===== config.mk =====
export PLATFORM = sky130hd
export DESIGN_NAME = delay_tap_fir5
export DESIGN_NICKNAME = d
export VERILOG_FILES = /design/src/rtl/fir_pkg.sv /design/src/rtl/fir_round_sat.sv /design/src/rtl/delay_tap_fir5.sv
export SDC_FILE = /design/constraint.sdc
export NUM_CORES = 1
export LEC_CHECK = 0
export CAP_MARGIN = 15
export CORE_ASPECT_RATIO = 0.5
export CORE_MARGIN = 2
export CORE_UTILIZATION = 56
export DETAILED_ROUTE_END_ITERATION = 12
export PLACE_DENSITY = 0.74
export SKIP_LAST_GASP = 1
export SYNTH_ARGS = -nofsm -noshare
export SYNTH_HDL_FRONTEND = slang
export SYNTH_SLANG_ARGS = --single-unit

===== constraint.sdc =====
create_clock -name clk -period 8.7 [get_ports clk]
set_input_delay 1.305 -clock clk [delete_from_list [all_inputs] [get_ports clk]]
set_output_delay 1.305 -clock clk [all_outputs]
set_load 0.02 [all_outputs]

===== src/rtl/fir_pkg.sv =====
// Shared constants and types for the delay-tap FIR stages.
package fir_pkg;

   localparam int unsigned TAP_COUNT = 5;
   localparam int unsigned SAMPLE_W  = 8;
   localparam int unsigned COEF_W    = 8;
   localparam int unsigned COEF_FRAC = 6;
   localparam int unsigned PROD_W    = SAMPLE_W + COEF_W;
   localparam int unsigned ACC_W     = 19;
   localparam int unsigned FILL_LEN  = 20;

   typedef logic signed [SAMPLE_W-1:0] sample_t;
   typedef logic signed [COEF_W-1:0]   coef_t;
   typedef logic signed [PROD_W-1:0]   prod_t;
   typedef logic signed [PROD_W:0]     psum_t;
   typedef logic signed [ACC_W-1:0]    acc_t;

   // Q2.6 unity and zero coefficients; reset leaves a pass-through of x[n].
   localparam coef_t COEF_UNITY = 8'sh40;
   localparam coef_t COEF_ZERO  = 8'sh00;

   function automatic coef_t coef_default(input int unsigned idx);
      return (idx == 0) ? COEF_UNITY : COEF_ZERO;
   endfunction

endpackage


===== src/rtl/fir_round_sat.sv =====
// Round half-up (toward +inf) by COEF_FRAC bits, then clamp to the signed sample range.
module fir_round_sat
   import fir_pkg::*;
(
   input  logic signed [fir_pkg::ACC_W-1:0]    acc,
   output logic signed [fir_pkg::SAMPLE_W-1:0] y
);

   localparam acc_t ROUND_BIAS = acc_t'(1 << (COEF_FRAC - 1));
   localparam acc_t SAT_MAX    = acc_t'((2 ** (SAMPLE_W - 1)) - 1);
   localparam acc_t SAT_MIN    = acc_t'(-(2 ** (SAMPLE_W - 1)));

   acc_t biased;
   acc_t shifted;

   // Bias, arithmetic shift, clamp; headroom in ACC_W keeps the bias add from wrapping.
   always_comb begin
      biased  = acc + ROUND_BIAS;
      shifted = biased >>> COEF_FRAC;
      if (shifted > SAT_MAX) begin
         y = SAT_MAX[SAMPLE_W-1:0];
      end else if (shifted < SAT_MIN) begin
         y = SAT_MIN[SAMPLE_W-1:0];
      end else begin
         y = shifted[SAMPLE_W-1:0];
      end
   end

endmodule


===== src/rtl/delay_tap_fir5.sv =====
// Five-tap FIR over delay-line taps 0/5/10/15/20 with loadable Q2.6 coefficients.
module delay_tap_fir5 #(
   parameter int unsigned LATENCY  = 3,
   parameter int unsigned FILL_LEN = fir_pkg::FILL_LEN
) (
   input  logic                                clk,
   input  logic                                rst,
   input  logic                                shift,
   input  logic signed [fir_pkg::SAMPLE_W-1:0] x0,
   input  logic signed [fir_pkg::SAMPLE_W-1:0] x5,
   input  logic signed [fir_pkg::SAMPLE_W-1:0] x10,
   input  logic signed [fir_pkg::SAMPLE_W-1:0] x15,
   input  logic signed [fir_pkg::SAMPLE_W-1:0] x20,
   input  logic                                coef_we,
   input  logic [2:0]                          coef_addr,
   input  logic signed [fir_pkg::COEF_W-1:0]   coef_data,
   output logic signed [fir_pkg::SAMPLE_W-1:0] y,
   output logic                                y_valid
);

   import fir_pkg::*;

   localparam int unsigned FILL_W = $clog2(FILL_LEN + 1);

   sample_t             tap [TAP_COUNT];
   coef_t               coef [TAP_COUNT];
   prod_t               prod_q [TAP_COUNT];
   psum_t               sum01_q;
   psum_t               sum23_q;
   prod_t               prod4_q;
   acc_t                acc_sum;
   sample_t             sat_val;
   logic [FILL_W-1:0]   fill_cnt;
   logic                filled;
   logic [LATENCY-1:0]  tag_pipe;

   // Gather the taps into an indexable array.
   always_comb begin
      tap[0] = x0;
      tap[1] = x5;
      tap[2] = x10;
      tap[3] = x15;
      tap[4] = x20;
   end

   // Coefficient bank: writes land at the end of the write cycle; addresses 5..7 are dropped.
   always_ff @(posedge clk) begin
      if (rst) begin
         for (int unsigned i = 0; i < TAP_COUNT; i++) begin
            coef[i] <= coef_default(i);
         end
      end else if (coef_we) begin
         case (coef_addr)
            3'd0:    coef[0] <= coef_data;
            3'd1:    coef[1] <= coef_data;
            3'd2:    coef[2] <= coef_data;
            3'd3:    coef[3] <= coef_data;
            3'd4:    coef[4] <= coef_data;
            default: ;
         endcase
      end
   end

   assign filled = (fill_cnt == FILL_W'(FILL_LEN));

   // Fill counter: counts accepted shifts, saturating once the oldest tap is real data.
   always_ff @(posedge clk) begin
      if (rst) begin
         fill_cnt <= '0;
      end else if (shift && !filled) begin
         fill_cnt <= fill_cnt + 1'b1;
      end
   end

   // Valid tag travels alongside the data; the last bit is the output flag.
   always_ff @(posedge clk) begin
      if (rst) begin
         tag_pipe <= '0;
      end else begin
         tag_pipe <= {tag_pipe[LATENCY-2:0], shift && filled};
      end
   end

   assign y_valid = tag_pipe[LATENCY-1];

   // Stage 1: products of the pre-shift taps with the current coefficients.
   always_ff @(posedge clk) begin
      if (shift && !rst) begin
         for (int unsigned i = 0; i < TAP_COUNT; i++) begin
            prod_q[i] <= tap[i] * coef[i];
         end
      end
   end

   // Stage 2: pairwise partial sums.
   always_ff @(posedge clk) begin
      sum01_q <= psum_t'(prod_q[0]) + psum_t'(prod_q[1]);
      sum23_q <= psum_t'(prod_q[2]) + psum_t'(prod_q[3]);
      prod4_q <= prod_q[4];
   end

   // Final sum: worst case 5 * 128 * 128 fits in ACC_W with margin.
   always_comb begin
      acc_sum = acc_t'(sum01_q) + acc_t'(sum23_q) + acc_t'(prod4_q);
   end

   fir_round_sat u_round_sat (
      .acc (acc_sum),
      .y   (sat_val)
   );

   // Stage 3: capture the rounded result only for tagged samples so y holds between pulses.
   always_ff @(posedge clk) begin
      if (rst) begin
         y <= '0;
      end else if (tag_pipe[LATENCY-2]) begin
         y <= sat_val;
      end
   end

endmodule


# After elaboration in Yosys (flattened, before gate mapping)
# Memory sizes are Yosys's and may differ from the RTL's. A register that Yosys moved wholly into a read port is not among the register bits.
# Index checks and enable logic that the tools add are counted.
# W data, S select, Z words.
[word_totals] memories=2 ram_bits=120 elab_cells=67 ff_bits=50
[memory_table] memory="prod_q" words=5 width=16 read_ports=5 rd_clocked_by_memory_dff=1 write_ports=5 line_no="delay_tap_fir5.sv:27" source="prod_t prod_q [TAP_COUNT];"
[memory_table] memory="coef" words=5 width=8 read_ports=5 rd_clocked_by_memory_dff=0 write_ports=5 line_no="delay_tap_fir5.sv:26" source="coef_t coef [TAP_COUNT];"
[op_classes] bitwise_logic=5 n_addsub=6 eq_ne=5 order_cmp=2 mul=5 n_mux=31 n_reduce_logical=6
[op_table] operator="$mul A8 B8 Y16" count=5
[op_table] operator="$mux W8" count=7
[op_table] operator="$add A16 B16 Y17" count=2
[op_table] operator="$mux W1" count=24
[op_table] operator="$add A18 B16 Y19" count=1
[op_table] operator="$add A19 B7 Y19 const B" count=1
[op_table] operator="$add A17 B17 Y18" count=1
[op_table] operator="$gt A13 B8 Y1 const B" count=1
[op_table] operator="$lt A13 B8 Y1 const B" count=1
[op_table] operator="$eq A3 B2 Y1 const B" count=2
[op_table] operator="$add A5 B1 Y5 const B" count=1
[op_table] operator="$eq A5 B5 Y1 const B" count=1
[op_table] operator="$or A1 B1 Y1" count=5
[op_table] operator="$eq A3 B1 Y1 const B" count=1
[op_table] operator="$eq A3 B3 Y1 const B" count=1
[op_table] operator="$logic_and A1 B1 Y1" count=3
[op_table] operator="$logic_not A3 Y1" count=1
[op_table] operator="$logic_not A1 Y1" count=2

# Depth between registers and ports, before layout
# Gate-level depths: netlist (run 1).
[depth] word_depth=6 ltp_mapped=19 mapped_depth_nobuf=19

# Hierarchy
# From an unflattened synthesis (run 1), not the netlist that was laid out.
[unflattened] hier_cells=2022 area_unflattened_um2=20642.3
[modules_own_cells] mod="delay_tap_fir5" cells_per_inst=1963 instances=1 area_per_inst_um2=20226.9 seq_area_each_um2=4924.7
[modules_own_cells] mod="fir_round_sat" cells_per_inst=59 instances=1 area_per_inst_um2=415.4 seq_area_each_um2=0.0

# Least setup slack after synthesis (run 1)
# Ideal clock, no wire load.
[synth_path] path_type="input port to flip-flop" start="input rst" end="memory prod_q[0][0] in the netlist's numbering (enable)" arrival_time_ps=5035 path_slack_ps=3138 stages=2 t_required_ps=8173 setup_time_ps=527 path_cell_list="clkbuf_1 -> nor2b_1"
[synth_lines] item="start, declared" line_no="delay_tap_fir5.sv:7" source="input logic rst,"
[synth_lines] item="end, declared" line_no="delay_tap_fir5.sv:27"

==> out/metrics.yaml, run 1 <==
outcome:
  status: "complete, no violations"
worst_setup_path:
  cp_max_fo: 8
  cp_slowest_cell: "clkdlybuf4s50_1"
  required_ns: 8.89
  worstPathArrival_ns: 6.07
  rr_worst_depth: 17
  timing.rr.start: "coef[0][26]"
  end_kind: "flop"
  path_class: "input pin to flop"
  startpoint_type: "input pin"
  cpMostUsedCell: "fa_1"
  crit_buf_inv: 4
  reg2reg_slack_ns: 3.69
  crit_path_max_incr_delay_ns: 0.60
  cp_cell_sequence: "clkdlybuf4s50_1 > nand2_1 > fa_1 > fa_1 > inv_1 > fa_1 > inv_1 > fa_1 > inv_1 > ha_1 > o21ai_0 > a21boi_0 > o21ai_0 > a21boi_0 > o21ai_0 > a21boi_0 > or4_1 > nand3_1"
  endpoint: "prod_q[2][14]"
  cp_top_family: "adder cells"
  r2r_end: "prod_q[3][14]"
  path_depth: 18
  crit_path_start: "x10[2]"
worst_hold_path:
  hold_path_class: "flop to flop"
  hold_start: "prod_q[4][4]"
cells_and_area:
  fill_cells: 2979
  area_delta_synth_final_pct: 8.913
  fin_nets: 2644
  finish.utilization_pct: 61.81
  drive_gt1_share_pct: 2.383
  antenna_cells: 0
  regArea_sq_um: 4925
  multiInputGateArea_sq_um: 13610
routing:
  avgViaCountPerCell: 5.119
  wl_per_cell_um: 15.22
  final_antenna_net_count: 0
  wirelength_mm: 39.30
  vias: 13220
  drtIter0Drc: 791
  dr.pass1.iters: 5
  drc: 0
placement:
  dp_slack_ns: 2.356
  place.gp.congestion: 0.8510
  numPortBuffers: 63
  hpwl_mm: 32.21
pwr:
  p_leak_nw: 10.56
  peakVddDrop_mv: 0.3869
  cellPowerDensity_nw_per_um2: 392.8
grt:
  grt_pass1_vias: 13910
  gr-total-overflow: 0
  antenna_found_initial: 2
  track_usage_pct: 22.49
  grt_first_pass_wirelength_mm: 67.72
  grt_start_max_net_pins: 79
cts:
  cts.path.max_buffers: 2
  clk_latency_ns: 0.45
  clk_pin_slew_ns: 0.07
  tritoncts: "built"
  cts.htree.levels: 4
  cts_setup_buffers: 0
  clkSinkCount: 186
  numCtsBuffers: 17
  cts_hold_buf: 0
  ctsResizeCount: 0
  cts_root_buffer: "clkbuf_16"
sta:
  finalCritPeriodShare_pct: 67.56
  fin_ws_ns: 2.823
  hold_viol: 0
  finalSetupViolations: 0
  fin_skew_ns: 0.01106
  worst_pin_slew_ns: 1.024
  fin_crit_ns: 5.877
  fin_tns_setup_ns: 0
  rsz0062_at_grt: "false"
  slew_viol_final: 0
  fmax_mhz: 170.1
  max-slew-margin-rel_pct: 29.97
floorplanning:
  fp-row-count: 49
  die_w_um: 273.6
  start_util_pct: 56.75
  io_pins: 64
  die_y_um: 138.8
  die-area_sq_um: 37980
  design.core.area_sq_um: 35870
flow_run:
  maxCapViolations: 0
yosys:
  yosysMostFrequentCell: "inv_1"
  synth_area_leader_cell: "fa_1"
  ys_warn_count: 0
  synthTopCellsByArea: "fa_1, edfxtp_1, ha_1"
  syn_area_sq_um: 20350
  async_reset_ff_share_pct: 0
  ys_seq_area_share_pct: 24.19
  syn-instance-count: 2007
  synth_common_cells: "inv_1, fa_1, and2_1, ha_1, edfxtp_1"
  syn-num-nets: 2566
  netlist.area_leader.share_pct: 28.82
  synth-edff-count: 120
  yosysUniqueCellTypes: 63
  ys.flop_type: "edfxtp_1"
  syn_avg_cell_area_sq_um: 10.14
  ys_ff_latch: 186
metrics by stage:
stage	instances	cell area, sq um	hold slack (ns)	power, mW
floorplan	2007	20350	0.3233	6.564
global placement	2550	21590	0.3258	7.753
detailed placement	2550	21590	0.3269	7.880
CTS	2582	22170	0.3428	8.749
global route	2582	22170	0.3448	9.653
finish	2582	22170	0.3425	8.708
sequential cells by signal, summed over array words and instances (netlist names):
name and flops:
coef 40, fill_cnt 5, prod4_q 16, prod_q 80
sum01_q 17, sum23_q 17, tag_pipe 3, y 8
area by class of cell:
type | count | share of cell area (%)
clock buffer | 20 | 2.111
clock inverter | 12 | 0.4967
inverter | 481 | 8.144
multi-input combinational | 1334 | 61.39
sequential | 186 | 22.21
tap | 484 | 2.732
timing repair buffer | 65 | 2.912
report_power, final:
part / switching, mW / total, mW / internal [mW]
combinational: 3.61 / 6.39 / 2.78
sequential: 0.128 / 1.55 / 1.42
clock: 0.347 / 0.770 / 0.422
total: 4.08 / 8.71 / 4.63
logic make-up (layout without fill, tap and decap cells):
family	after synthesis	count (layout)	share of synthesized area [%]
and+or+nand+nor	538	538	13.95
adders and majority gates	504	504	41.79
buffers and inverters	487	578	8.981
AOI/OAI and AO/OA	189	189	6.645
DFF	186	186	24.19
xor gates and xnor gates	101	101	4.346
muxes	2	2	0.09836
cells in the final DEF, fill, tap and decap left out, types with 17 or more instances in the layout:
master and n:
inv_1 481, and2_1 223, a21boi_0 21, ha_1 211, clkbuf_16 18, fa_1 293, a21o_1 20, xnor2_1 84
nand2b_1 25, a21oi_1 40, edfxtp_1 120, dfxtp_1 66, nand2_1 111, xor2_1 17, nor2_1 102, clkdlybuf4s50_1 63
o21ai_0 38
routing by layer:
metal | global-route usage, % | part of all wire [%]
met5 | 0 | 0
met1 | 31.67 | 47
met4 | 6.730 | 2.0
met3 | 2.389 | 2.8
met2 | 37.00 | 48
worst min-delay path by stage:
stage	end	depth (start not counted)
after floorplan	prod4_q[0]	0
after global placement	prod4_q[12]	0
after detailed placement	prod4_q[4]	0
after CTS	prod4_q[4]	0
after global routing	prod4_q[12]	0
final	prod4_q[4]	0
Power figures use the tool's default switching activity.
==> run 2, diff against run 1 <==
==> constraint.sdc (replaced) <==
create_clock -name clk -period 5.9 [get_ports clk]
set_input_delay 0.885 -clock clk [delete_from_list [all_inputs] [get_ports clk]]
set_output_delay 0.885 -clock clk [all_outputs]
set_load 0.02 [all_outputs]
==> run 2 against run 1 <==
Against the previous run:
- register-to-register slack got worse by 2.9 ns
- routed wire length fell by 1.4%
- cell area rose by 0.74%
- global-route usage fell by 0.30 points
- cell count rose by 0.50%
- largest power group unchanged
- largest cell class unchanged
- non-clock buffer count rose by 13
- sequential share of layout area fell by 0.16 points
- critical path depth did not move
- highest routed layer unchanged
==> out/metrics.yaml, run 2 (synthesis gave the netlist of run 1 again) <==
routing:
  final_antenna_net_count: 0  # unchanged
  drc: 0  # unchanged
  vias: 13330  # was 13220
  wirelength_mm: 38.74  # was 39.30 mm
  drtIter0Drc: 713  # was 791
  avgViaCountPerCell: 5.137  # was 5.119
  wl_per_cell_um: 14.93  # was 15.22 um
  dr.pass1.iters: 5  # unchanged
sta:
  finalCritPeriodShare_pct: 92.44
  worst_pin_slew_ns: 1.100  # was 1.024 ns
  hold-worst-slack_ns: 0.3428  # was 0.3425 ns
  fin_skew_ns: 0.01570  # was 0.01106 ns
  finalSetupViolations: 0  # unchanged
  max-slew-margin-rel_pct: 26.67  # was 29.97%
  fmax_mhz: 183.3
  fin_crit_ns: 5.454
  fin_ws_ns: 0.4458  # was 2.823 ns
  slew_viol_final: 0  # unchanged
  hold_viol: 0  # unchanged
  rsz0062_at_grt: "false"  # unchanged
  fin_tns_setup_ns: 0  # unchanged
floorplanning:
  fp-row-count: 49  # unchanged
  design.core.area_sq_um: 35870  # unchanged
  die_y_um: 138.8  # unchanged
  die-area_sq_um: 37980  # unchanged
  die_w_um: 273.6  # unchanged
  io_pins: 64  # unchanged
  start_util_pct: 56.75  # unchanged
flow_run:
  maxCapViolations: 0  # unchanged
worst_setup_path:
  crit_path_start: "x10[2]"  # unchanged
  cp_max_fo: 8  # unchanged
  worstPathArrival_ns: 5.64  # was 6.07 ns
  timing.rr.start: "coef[0][26]"  # unchanged
  required_ns: 6.09  # was 8.89 ns
  startpoint_type: "input pin"  # unchanged
  end_kind: "flop"  # unchanged
  path_class: "input pin to flop"  # unchanged
worst_hold_path:
  hold_start: "prod_q[4][0]"  # was prod_q[4][4]
  hold_path_class: "flop to flop"  # unchanged
pwr:
  p_int_mw: 6.899  # was 4.627 mW
  power_frac_comb_pct: 72.6  # was 73.4%
  p_clk_share_pct: 9.6  # was 8.8%
  switching_share_pct: 46.15  # was 46.87%
  sequentialPowerShare_pct: 17.8  # about the same
  p_leak_nw: 10.65  # was 10.56 nW
  peakVddDrop_mv: 0.5344  # was 0.3869 mV
  p_switching_mw: 5.912  # was 4.081 mW
  cellPowerDensity_nw_per_um2: 573.6  # was 392.8 nW/um^2
  total_power_mw: 12.81  # was 8.708 mW
grt:
  grt_start_max_net_pins: 81  # was 79
  antenna_found_initial: 0  # was 2
  grt_first_pass_wirelength_mm: 67.05  # was 67.72 mm
  gr-total-overflow: 0  # unchanged
  track_usage_pct: 22.18  # was 22.49%
  grt_pass1_vias: 13840  # was 13910
cells_and_area:
  finish.utilization_pct: 62.27  # was 61.81%
  final_common_cell: "inv_1"  # unchanged
  largest_reg_flops: 80  # unchanged
  area_delta_synth_final_pct: 9.725  # was 8.913%
  finalNonFillerCells: 2595  # was 2582
  layout_common_cells: "inv_1, fa_1, and2_1, ha_1, edfxtp_1"  # unchanged
  fin_nets: 2657  # was 2644
  drive_gt1_share_pct: 2.984  # was 2.383%
  antenna_cells: 0  # unchanged
  regMostFlops: "prod_q"  # unchanged
  fin_area_sq_um: 22330  # was 22170 sq um
  largestRegisters: "prod_q (80), coef (40)"  # unchanged
cts:
  clkSinkCount: 186  # unchanged
  ctsResizeCount: 0  # unchanged
  cts_hold_buf: 0  # unchanged
  cts_root_buffer: "clkbuf_16"  # unchanged
  clk_pin_slew_ns: 0.07  # about the same
  clk_latency_ns: 0.45  # about the same
  numCtsBuffers: 17  # unchanged
  tritoncts: "built"  # unchanged
  cts_setup_buffers: 0  # unchanged
  cts.htree.levels: 4  # unchanged
  cts.path.max_buffers: 2  # unchanged
outcome:
  status: "complete, no violations"  # unchanged
placement:
  hpwl_mm: 31.61  # was 32.21 mm
  numPortBuffers: 63  # unchanged
  place.gp.congestion: 0.8770  # was 0.8510
  dp_slack_ns: 0.05144  # was 2.356 ns
  dp_cells: 2563  # was 2550
  dpl_cell_area_sq_um: 21690  # was 21590 sq um
-- run 2: cell types whose count changed in the layout (fill, tap and decap cells not counted), sizes merged --
cell,previous run,this run
clkbuf,20,25
clkinv,6,1
buf,2,15
-- run 2: final timing paths --
check | end | cells after the start | slack [ns]
min reg2reg | prod4_q[0] | 0 | 0.34
max reg2reg | prod_q[3][14] | 17 | 0.83
min | prod4_q[0] | 0 | 0.34
max | prod_q[2][14] | 18 | 0.45
-- run 2: layout make-up --
| class | instances | area, sq um |
|---|---|---|
| fillers | 2967 | 13530 |
| multi-input cells | 1334 | 13610 |
| repair buffers | 78 | 743.2 |
| clock buffers | 25 | 560.5 |
| clock inverters | 7 | 85.08 |
| well taps | 484 | 605.6 |
| flip-flops and latches | 186 | 4925 |
| inverters | 481 | 1805 |
-- run 2: worst max-delay path, stage by stage --
cell,delay (ns)
clkdlybuf4s50_1,0.61
nand2_1,0.13
fa_1,0.52
fa_1,0.55
inv_1,0.05
fa_1,0.52
inv_1,0.05
fa_1,0.53
inv_1,0.04
ha_1,0.31
o21ai_0,0.12
a21boi_0,0.26
o21ai_0,0.14
a21boi_0,0.24
o21ai_0,0.13
a21boi_0,0.31
or4_1,0.16
nand3_1,0.06
-- run 2: routing by layer --
| metal | global-route usage [%] | up-vias | part of all wire (%) |
|---|---|---|---|
| met5 | 0 | - | 0 |
| met1 | 32.08 | 6661 | 48 |
| met4 | 4.429 | 0 | 1.2 |
| met3 | 2.787 | 40 | 3.2 |
| met2 | 36.26 | 200 | 48 |
| li1 | - | 6429 | - |
-- run 2: power by group through the flow --
stage	clock, mW	combinational [mW]	sequential, mW
after floorplan	0	7.46	2.22
after global placement	0	9.11	2.31
after detailed placement	0	9.24	2.31
after CTS	1.24	9.38	2.29
after global routing	1.29	10.6	2.32
final	1.22	9.30	2.29
==> run 3, diff against run 2 <==
--- a/config.mk
+++ b/config.mk
@@ -7,7 +7,7 @@
 export LEC_CHECK = 0
 export CAP_MARGIN = 15
 export CORE_ASPECT_RATIO = 0.5
-export CORE_MARGIN = 2
+export CORE_MARGIN = 4
 export CORE_UTILIZATION = 56
 export DETAILED_ROUTE_END_ITERATION = 12
 export PLACE_DENSITY = 0.74
==> run 3 against run 2 <==
Against the previous run:
- sequential power is essentially flat
- largest power group unchanged
- clock power is essentially flat
- setup slack lost 0.0030 ns
- clock-buffer cell count shrank 5
- highest routed layer is now met5
- critical path type unchanged
- combinational power is essentially flat
==> out/metrics.yaml, run 3 (synthesis gave the netlist of run 1 again) <==
sta:
  finalSetupViolations: 0  # unchanged
  hold_viol: 0  # unchanged
  rsz0062_at_grt: "false"  # unchanged
  max-slew-margin-rel_pct: 28.95  # was 26.67%
  fmax_mhz: 183.2  # was 183.3 MHz
  slew_viol_final: 0  # unchanged
  fin_tns_setup_ns: 0  # unchanged
  finalCritPeriodShare_pct: 92.50  # was 92.44%
  fin_skew_ns: 0.01182  # was 0.01570 ns
  worst_pin_slew_ns: 1.063  # was 1.100 ns
  fin_ws_ns: 0.4427  # was 0.4458 ns
  fin_crit_ns: 5.457  # was 5.454 ns
worst_setup_path:
  reg2reg_slack_ns: 0.86  # was 0.83 ns
  cp_top_family: "adder cells"  # unchanged
  crit_path_max_incr_delay_ns: 0.57  # was 0.61 ns
  worstPathArrival_ns: 5.65  # was 5.64 ns
  cp_cell_sequence: "clkdlybuf4s50_1 > and2_1 > fa_1 > inv_1 > fa_1 > inv_1 > fa_1 > fa_1 > ha_1 > o21ai_0 > a21boi_0 > o21ai_0 > a21boi_0 > o21ai_0 > a21boi_0 > or4_1 > nand3_1"  # was clkdlybuf4s50_1 > nand2_1 > fa_1 > fa_1 > inv_1 > fa_1 > inv_1 > fa_1 > inv_1 > ha_1 > o21ai_0 > a21boi_0 > o21ai_0 > a21boi_0 > o21ai_0 > a21boi_0 > or4_1 > nand3_1
  path_depth: 17  # was 18
  path_class: "input pin to flop"  # unchanged
  cp_max_fo: 8  # unchanged
  end_kind: "flop"  # unchanged
  timing.rr.start: "coef[0][34]"  # was coef[0][26]
  rr_worst_depth: 17  # unchanged
  r2r_end: "prod_q[4][14]"  # was prod_q[3][14]
  crit_buf_inv: 3  # was 4
  startpoint_type: "input pin"  # unchanged
  cp_slowest_cell: "clkdlybuf4s50_1"  # unchanged
  cpMostUsedCell: "fa_1"  # unchanged
  required_ns: 6.10  # was 6.09 ns
worst_hold_path:
  hold_depth: 0  # unchanged
  hold_start: "prod_q[4][9]"  # was prod_q[4][0]
  hold_path_class: "flop to flop"  # unchanged
  whs_endpoint: "prod4_q[9]"  # was prod4_q[0]
floorplanning:
  die_w_um: 277.6  # was 273.6 um
  io_pins: 64  # unchanged
  design.core.area_sq_um: 35870  # unchanged
  die_y_um: 142.8  # was 138.8 um
  start_util_pct: 56.75  # unchanged
  fp-row-count: 49  # unchanged
  die-area_sq_um: 39650  # was 37980 sq um
cts:
  ctsResizeCount: 0  # unchanged
  clk_pin_slew_ns: 0.08  # was 0.07 ns
  tritoncts: "built"  # unchanged
  cts.path.max_buffers: 2  # unchanged
  cts_hold_buf: 0  # unchanged
  clkSinkCount: 186  # unchanged
  clk_latency_ns: 0.45  # about the same
  cts_setup_buffers: 0  # unchanged
  cts.htree.levels: 4  # unchanged
  numCtsBuffers: 17  # unchanged
  cts_root_buffer: "clkbuf_16"  # unchanged
cells_and_area:
  fin_nets: 2657  # unchanged
  final_common_cell: "inv_1"  # unchanged
  largestRegisters: "prod_q (80), coef (40)"  # unchanged
  regMostFlops: "prod_q"  # unchanged
  drive_gt1_share_pct: 2.937  # was 2.984%
  layout_common_cells: "inv_1, fa_1, and2_1, ha_1, edfxtp_1"  # unchanged
  largest_reg_flops: 80  # unchanged
  area_delta_synth_final_pct: 9.528  # was 9.725%
grt:
  gr-total-overflow: 0  # unchanged
  grt_start_max_net_pins: 81  # unchanged
  grt_first_pass_wirelength_mm: 67.08  # was 67.05 mm
  antenna_found_initial: 1  # was 0
  track_usage_pct: 21.19  # was 22.18%
  grt_pass1_vias: 13870  # was 13840
routing:
  final_antenna_net_count: 0  # unchanged
  drtIter0Drc: 656  # was 713
  wirelength_mm: 39.35  # was 38.74 mm
  vias: 13340  # was 13330
  drc: 0  # unchanged
  wl_per_cell_um: 15.15  # was 14.93 um
  avgViaCountPerCell: 5.136  # was 5.137
  dr.pass1.iters: 5  # unchanged
pwr:
  peakVddDrop_mv: 0.5470  # was 0.5344 mV
  total_power_mw: 12.76  # was 12.81 mW
  cellPowerDensity_nw_per_um2: 572.3  # was 573.6 nW/um^2
  p_leak_nw: 10.62  # was 10.65 nW
outcome:
  status: "complete, no violations"  # unchanged
placement:
  numPortBuffers: 63  # unchanged
  dp_slack_ns: 0.01726  # was 0.05144 ns
  place.gp.congestion: 0.8343  # was 0.8770
  hpwl_mm: 32.15  # was 31.61 mm
flow_run:
  maxCapViolations: 0  # unchanged
-- run 3: stage by stage --
stage	hold WS [ns]	util (%)	instances	cell area [sq um]
after global routing	0.3470	62.15	2595	22290
final	0.3384	62.16	2597	22290
after floorplan	0.3233	-	2007	20350
after global placement	0.3249	60.47	2563	21690
after detailed placement	0.3269	60.47	2563	21690
after CTS	0.3382	62.15	2595	22290
-- run 3: how the worst max path moves through the flow --
| stage | startpoint | end | slack [ns] |
|---|---|---|---|
| 2_1_floorplan | rst | prod_q[0][0] | 0.76 |
| 3_3_place_gp | x10[2] | prod_q[2][14] | 0.11 |
| 3_5_place_dp | x20[6] | prod_q[4][14] | 0.02 |
| 4_1_cts | x20[6] | prod_q[4][14] | 0.49 |
| 5_1_grt | x20[6] | prod_q[4][14] | 0.04 |
| 6_report | x20[6] | prod_q[4][14] | 0.44 |
-- run 3: per-layer routing --
layer / share of wire, % / vias to the layer above / track usage, % / wire (um)
met2: 48 / 222 / 35.66 / 19080
met3: 3.7 / 52 / 3.398 / 1462
met1: 45 / 6616 / 28.82 / 17860
li1: - / 6447 / - / -
met4: 2.4 / 2 / 6.420 / 933
met5: 0.051 / - / 0 / 20
-- run 3: worst register-to-register path, stage by stage, from the launching register on --
cell	delay [ns]
edfxtp_1	0.56
and2_1	0.24
fa_1	0.40
inv_1	0.07
fa_1	0.43
fa_1	0.50
fa_1	0.49
inv_1	0.04
ha_1	0.31
nor2b_1	0.15
o21ai_0	0.23
a21boi_0	0.17
o21ai_0	0.23
a21boi_0	0.15
o21ai_0	0.24
a21boi_0	0.19
or4_1	0.42
nand3_1	0.09
-- run 3: power by group --
part | internal (mW) | leakage, nW | switching (mW)
combinational | 4.09 | 8.63 | 5.20
sequential | 2.10 | 1.70 | 0.191
clock | 0.674 | 0.289 | 0.512
total | 6.86 | 10.6 | 5.90
-- run 3: cell type report --
class                      instances  area (sq um)
clock inverter                    12         163.9
fill                            2935         13570
sequential                       186          4925
antenna                            2         5.005
inverter                         481          1805
tap                              484         605.6
clock buffer                      20         436.7
timing repair buffer              78         743.2
multi-input combinational       1334         13610
